`src/rtl/avalon_pixel_writer.sv`:
```
// Avalon-MM pixel writer: stores a stream of filtered pixels
// into a raster frame buffer, one Avalon write per pixel.
module avalon_pixel_writer #(
    parameter int X_END     = 3,
    parameter int Y_END     = 3,
    parameter int CW        = 3,
    parameter int DATA_W    = 8,
    parameter int ADDR_W    = 16,
    parameter int BASE_ADDR = 0
) (
    input  logic              clk_i,
    input  logic              rst_i,
    input  logic              start_i,
    input  logic              clear_i,
    input  logic [DATA_W-1:0] pixel_i,
    input  logic              pixel_valid_i,
    output logic              pixel_ready_o,
    output logic [ADDR_W-1:0] avm_address_o,
    output logic              avm_write_o,
    output logic [DATA_W-1:0] avm_writedata_o,
    input  logic              avm_waitrequest_i,
    output logic [CW-1:0]     X_o,
    output logic [CW-1:0]     Y_o,
    output logic              busy_o,
    output logic              done_o
);

    typedef enum logic [1:0] {
        IDLE,
        WAIT_PIX,
        WRITE,
        DONE
    } state_t;

    localparam logic [CW-1:0]     X_LAST  = CW'(X_END);
    localparam logic [CW-1:0]     Y_LAST  = CW'(Y_END);
    localparam logic [ADDR_W-1:0] ROW_LEN = ADDR_W'(X_END + 1);
    localparam logic [ADDR_W-1:0] BASE    = ADDR_W'(BASE_ADDR);

    state_t            state_q, state_d;
    logic [CW-1:0]     x_q, x_d;
    logic [CW-1:0]     y_q, y_d;
    logic [ADDR_W-1:0] addr_q, addr_d;
    logic [DATA_W-1:0] data_q, data_d;
    logic              clr_q, clr_d;
    logic [ADDR_W-1:0] pix_addr;

    // Raster address of the pixel at the current (X, Y).
    assign pix_addr = BASE + ADDR_W'(y_q) * ROW_LEN + ADDR_W'(x_q);

    // Next-state, coordinate and write-beat logic.
    always_comb begin
        state_d = state_q;
        x_d     = x_q;
        y_d     = y_q;
        addr_d  = addr_q;
        data_d  = data_q;
        clr_d   = clr_q;
        unique case (state_q)
            IDLE: begin
                if (clear_i) begin
                    x_d = '0;
                    y_d = '0;
                end else if (start_i) begin
                    x_d     = '0;
                    y_d     = '0;
                    state_d = WAIT_PIX;
                end
            end
            WAIT_PIX: begin
                if (clear_i) begin
                    x_d     = '0;
                    y_d     = '0;
                    state_d = IDLE;
                end else if (pixel_valid_i) begin
                    data_d  = pixel_i;
                    addr_d  = pix_addr;
                    state_d = WRITE;
                end
            end
            WRITE: begin
                // A clear cannot cut a pending write short; hold it.
                if (clear_i) clr_d = 1'b1;
                if (!avm_waitrequest_i) begin
                    if (clr_q || clear_i) begin
                        x_d     = '0;
                        y_d     = '0;
                        clr_d   = 1'b0;
                        state_d = IDLE;
                    end else if (x_q != X_LAST) begin
                        x_d     = x_q + CW'(1);
                        state_d = WAIT_PIX;
                    end else if (y_q != Y_LAST) begin
                        x_d     = '0;
                        y_d     = y_q + CW'(1);
                        state_d = WAIT_PIX;
                    end else begin
                        state_d = DONE;
                    end
                end
            end
            DONE: begin
                x_d     = '0;
                y_d     = '0;
                clr_d   = 1'b0;
                state_d = IDLE;
            end
            default: begin
                state_d = IDLE;
            end
        endcase
    end

    // Outputs decoded from state so reset clears them at once.
    always_comb begin
        pixel_ready_o   = (state_q == WAIT_PIX);
        avm_write_o     = (state_q == WRITE);
        busy_o          = (state_q != IDLE);
        done_o          = (state_q == DONE);
        avm_address_o   = addr_q;
        avm_writedata_o = data_q;
        X_o             = x_q;
        Y_o             = y_q;
    end

    // State and datapath registers.
    always_ff @(posedge clk_i or posedge rst_i) begin
        if (rst_i) begin
            state_q <= IDLE;
            x_q     <= '0;
            y_q     <= '0;
            addr_q  <= '0;
            data_q  <= '0;
            clr_q   <= 1'b0;
        end else begin
            state_q <= state_d;
            x_q     <= x_d;
            y_q     <= y_d;
            addr_q  <= addr_d;
            data_q  <= data_d;
            clr_q   <= clr_d;
        end
    end

endmodule
```
`config.mk`:
```
export PLATFORM = sky130hd
export DESIGN_NAME = avalon_pixel_writer
export DESIGN_NICKNAME = d
export VERILOG_FILES = /design/src/rtl/avalon_pixel_writer.sv
export SDC_FILE = /design/constraint.sdc
export NUM_CORES = 1
export LEC_CHECK = 0
export CORE_ASPECT_RATIO = 0.7
export CORE_MARGIN = 5
export CORE_UTILIZATION = 42
export CTS_CLUSTER_DIAMETER = 150
export CTS_CLUSTER_SIZE = 12
export DETAILED_ROUTE_END_ITERATION = 8
export PLACE_DENSITY = 0.78
export SYNTH_ARGS = -nofsm -noshare
export SYNTH_HDL_FRONTEND = slang
export SYNTH_SLANG_ARGS = --single-unit
export TNS_END_PERCENT = 20
```
`constraint.sdc`:
```
create_clock -name clk_i -period 1.85 [get_ports clk_i]
set_input_delay 0.2775 -clock clk_i [delete_from_list [all_inputs] [get_ports clk_i]]
set_output_delay 0.2775 -clock clk_i [all_outputs]
set_load 0.05 [all_outputs]
```
# Yosys cells after proc, flatten, opt, wreduce, memory -nomap -nowiden
# Cells that the tools add are included.
[totals] regBits=33 elab_cells=58 in_bits=14 output_inout_bits=34
[op_classes] n_bitwise=1 n_eq_ne=14 muxes=26 n_reduce_logical=8 n_addsub=3
[ops] operator="$mux 3" n=11
[ops] operator="$pmux 3 s4" n=2
[ops] operator="$mux 2" n=8
[ops] operator="$ne 3x3->1 const B" n=3
[ops] operator="$ne 2x2->1 const B" n=4
[ops] operator="$pmux 2 s4" n=1
[ops] operator="$reduce_and 4->1" n=2
[ops] operator="$add 3x1->3 const B" n=2
[ops] operator="$add 5x3->6" n=1
[ops] operator="$ne 3x2->1 const B" n=2
[ops] operator="$reduce_and 5->1" n=1
[ops] operator="$eq 2x2->1 const B" n=2
[ops] operator="$ne 4x1->1 const B" n=1
[ops] operator="$reduce_bool 2->1" n=2
[ops] operator="$mux 1" n=3
[ops] operator="$ne 3x1->1 const B" n=1
[ops] operator="$reduce_and 3->1" n=1
[ops] operator="$eq 2x1->1 const B" n=1
[ops] operator="$logic_not 2->1" n=1
[ops] operator="$pmux 1 s2" n=1
[ops] operator="$logic_or 1x1->1" n=1
[ops] operator="$not 1->1" n=1

# Longest topological paths before layout
[logic_depth] depth_word=6 depth_mapped=6

# Worst setup path after synthesis
# Ideal clock, no wire load.
[synth_path] path_kind="register -> register" from="reg y_q[0], in the netlist Y_o[0]" to="reg y_q[1], in the netlist Y_o[1]" arrival_time_ns=1.734 stages_incl_launch_ff=6 path_slack_ns=-0.006 path_buffers=0 setup_time_ns=0.122 path_cell_list="dfrtp_1 -> ha_1 -> ha_1 -> nor3b_1 -> o221ai_2 -> a32o_1"
[synth_via] elab_chain_cells=6 word_cells_on_any_way=9
[synth_rtl] item="start: declaration" line="42" source="logic [CW-1:0] y_q, y_d;"
[synth_rtl] item="start signal: assignment" line="138" source="y_q <= y_d;"
[synth_rtl] item="$add 3x1->3" line="95" source="y_d = y_q + CW'(1);"
[synth_rtl] item="$mux 3" line="93" source="end else if (y_q != Y_LAST) begin"
[synth_rtl] item="$mux 3" line="90" source="end else if (x_q != X_LAST) begin"
[synth_rtl] item="$mux 3" line="85" source="if (clr_q || clear_i) begin"
[synth_rtl] item="$mux 3" line="84" source="if (!avm_waitrequest_i) begin"
[synth_rtl] item="$pmux 3 s4" line="59" source="unique case (state_q)"
# Parallel ways exist; a longest one is shown, timed or not. The select of a mux whose other input is x is not followed.
# A chain may end at the register's enable or synchronous reset.

# Worst setup path in the final report
[layout_path] from="reg y_q[0], in the netlist Y_o[0]" to="out Y_o[0]"
[layout_lines] item="end: declaration" line="23" source="output logic [CW-1:0] Y_o,"
# No word-level cell between the ends.

==> run summary <==
cell row count = 16
Final HPWL DP = 1980 um
flop-to-flop setup slack = 200 ps
Layout area overhead = 36.6%
Min-Delay Path Class = input pin to asynchronous set/reset pin
Post-route DRC = 0
Critical Path End Type = primary output
All-Layer GR Usage = 13.2%
VDD IR max = 0.499 mV
slew margin rel. = 66.8%
commonest non-fill, non-tap cell in the layout = clkdlybuf4s50_1
share of post-route cells with drive strength above 1 = 26.0%
Iteration-0 DRC Markers = 16
Worst Setup SP = Y_o[0]
vias in the first global route = 866
Post-synth EDFFs = 0
Tmin final = 1760 ps
PortBufs = 37
setup violators final = 0
Max Buffers Root-to-Sink = 2
final net count = 166
crit path DAT = 1480 ps
Detail Route Antenna Nets = 0
Worst Setup Path Type = flop to primary output
clk_skew = 1.06 ps
Reg clk slew, reported paths = 70 ps
Cell Area, Synth = 0.00120 sq mm
core area = 0.00276 sq mm
CTS buffer count = 3
CTS tree = yes
grt total ovfl = 0
RSZ-0062 raised after global routing = no
status = finished, final reports clean
commonest cells after routing, fill and taps aside = 29 x clkdlybuf4s50_1, 22 x dfrtp_1, 13 x buf_4
leakage power = 0.761 nW
Slew @ Worst Pin = 497 ps
n_diodes = 0
First-pass DRT Iterations = 4
largest net degree at the start of global routing = 24
Synth cell types = 33
Peak Freq = 0.568 GHz
H-tree level count = 1
syn avg cell area = 11.6 sq um
reg-to-reg startpoint = state_q[0]
Final Hold Viols = 0
Root Buffer Master = clkbuf_8
Critical Path RT = 1570 ps
CP max FO = 5
max cap viols = 0
Die Wd = 74.0 um
DR WL/cell = 13.6 um
first-pass GRT wire length = 4010 um
gpl congestion = 0.888
period utilization = 95.1%
antenna violations before repair = 0
synthesized instance count = 104
Die Footprint = 0.00405 sq mm
Initial Utilization = 43.5%
Detailed Route WL = 2480 um
TNS Setup = 0 ps
clk sinks = 23
sequential area share after synthesis = 47.9%
Post-CTS Setup Bufs = 0
Die Span Y = 54.8 um
FF-to-FF End = avm_writedata_o[0]
vias per cell = 4.81
CP bufs+invs = 1
I/O pin cnt = 48
Crit path largest cell delay = 820 ps
crit start category = flop
Synth Flop Type = dfrtp_1
Ys Warns = 0
vias after detailed routing = 876
fraction of registers with async set/reset = 100%
delay-heaviest family, CP = buffers and inverters
slowest CP cell = clkdlybuf4s50_1
cells along the critical path = clkdlybuf4s50_1
Core Util, Final = 59.5%
PD cells = 894 mW/mm^2
post-synthesis register bit count = 23
max-slew violations = 0
reg2reg path depth = 4
Worst-Skew Late Latency = 260 ps
-- worst min-delay path, stage by stage --
cell	delay, ps
clkdlybuf4s50_1	390
inv_1	50
buf_4	280
-- cells by family (layout without fill, tap and decap cells) --
| kind of cell | after synthesis | in the layout | share of synthesized area, % |
|---|---|---|---|
| simple gates | 25 | 25 | 13.1 |
| fa+ha+maj | 5 | 5 | 5.20 |
| buf+inv | 21 | 54 | 11.7 |
| xor+xnor | 1 | 1 | 0.729 |
| mux | 12 | 12 | 11.2 |
| compound gates | 16 | 16 | 9.89 |
| flops | 23 | 23 | 47.9 |
| other cells | 1 | 10 | 0.312 |
-- final cells by class --
class / instances / area [sq um]
Clock buffer: 4 / 45.0
Fill cell: 227 / 1120
Inverter: 6 / 22.5
Multi-Input combinational cell: 69 / 526
Sequential cell: 23 / 577
Tap cell: 36 / 45.0
Timing Repair Buffer: 44 / 428
-- per-stage QoR --
step	hold slack [ps]	power, W	cells	worst slack (ps)	area (sq um)
2_1_floorplan	279	0.00101	113	10.3	1240
6_report	350	0.00147	182	90.7	1640
3_3_place_gp	489	0.00118	178	36.7	1590
5_1_grt	388	0.00154	182	59.3	1640
4_1_cts	353	0.00149	182	77.3	1640
3_5_place_dp	496	0.00119	178	-1.08	1590
-- power by group --
group | internal [W] | switching (W) | leakage (nW)
clock | 0.000153 | 0.000143 | 0.0228
combinational | 0.000198 | 0.000358 | 0.439
sequential | 0.000572 | 0.0000450 | 0.299
total | 0.000923 | 0.000546 | 0.761
-- worst max-delay path by stage --
stage                         end  slack, ps  cells after the start
6_report                   Y_o[0]         90                      1
5_1_grt                    Y_o[0]         60                      1
4_1_cts                    Y_o[0]         80                      1
3_5_place_dp   avm_writedata_o[0]         -1                      5
3_3_place_gp     avm_address_o[2]         40                      5
2_1_floorplan              Y_o[1]         10                      5
-- state kept, by name, indices dropped and copies added (netlist names) --
signal           flops
X_o                  3
Y_o                  3
avm_writedata_o      8
state_q              2
clr_q                1
avm_address_o        6
-- routing by layer --
| metal | track usage, % | part of all wire (%) | up-vias |
|---|---|---|---|
| met5 | 0 | 0 | - |
| met4 | 5.42 | 2.2 | 0 |
| met3 | 3.12 | 8.1 | 6 |
| met2 | 22.4 | 48 | 37 |
| met1 | 16.3 | 42 | 404 |
| li1 | - | - | 429 |
-- synthesized netlist by cell type, types with 2 or more instances --
cell type  count  area (sq um)
a32o_1         2          20.0
mux2_2        12           135
ha_1           5          62.6
buf_6          2          22.5
buf_4         12          90.1
and2_1         2          12.5
o21ai_0        2          10.0
nand4_1        2          12.5
or2_2          2          12.5
nand2_1        4          15.0
dfrtp_1       23           576
a21oi_1        4          20.0
inv_1          6          22.5
nor2b_1        2          12.5
nor2_1         4          15.0
nand2b_1       2          12.5
o21ai_1        2          10.0
-- timing repair --
| item | in CTS | in global routing |
|---|---|---|
| hold buffers | 0 | 0 |
| resized for setup | 0 | 1 |
| setup endpoints to repair | 0 | 1 |
No activity file was read; power rests on OpenSTA's default activity.
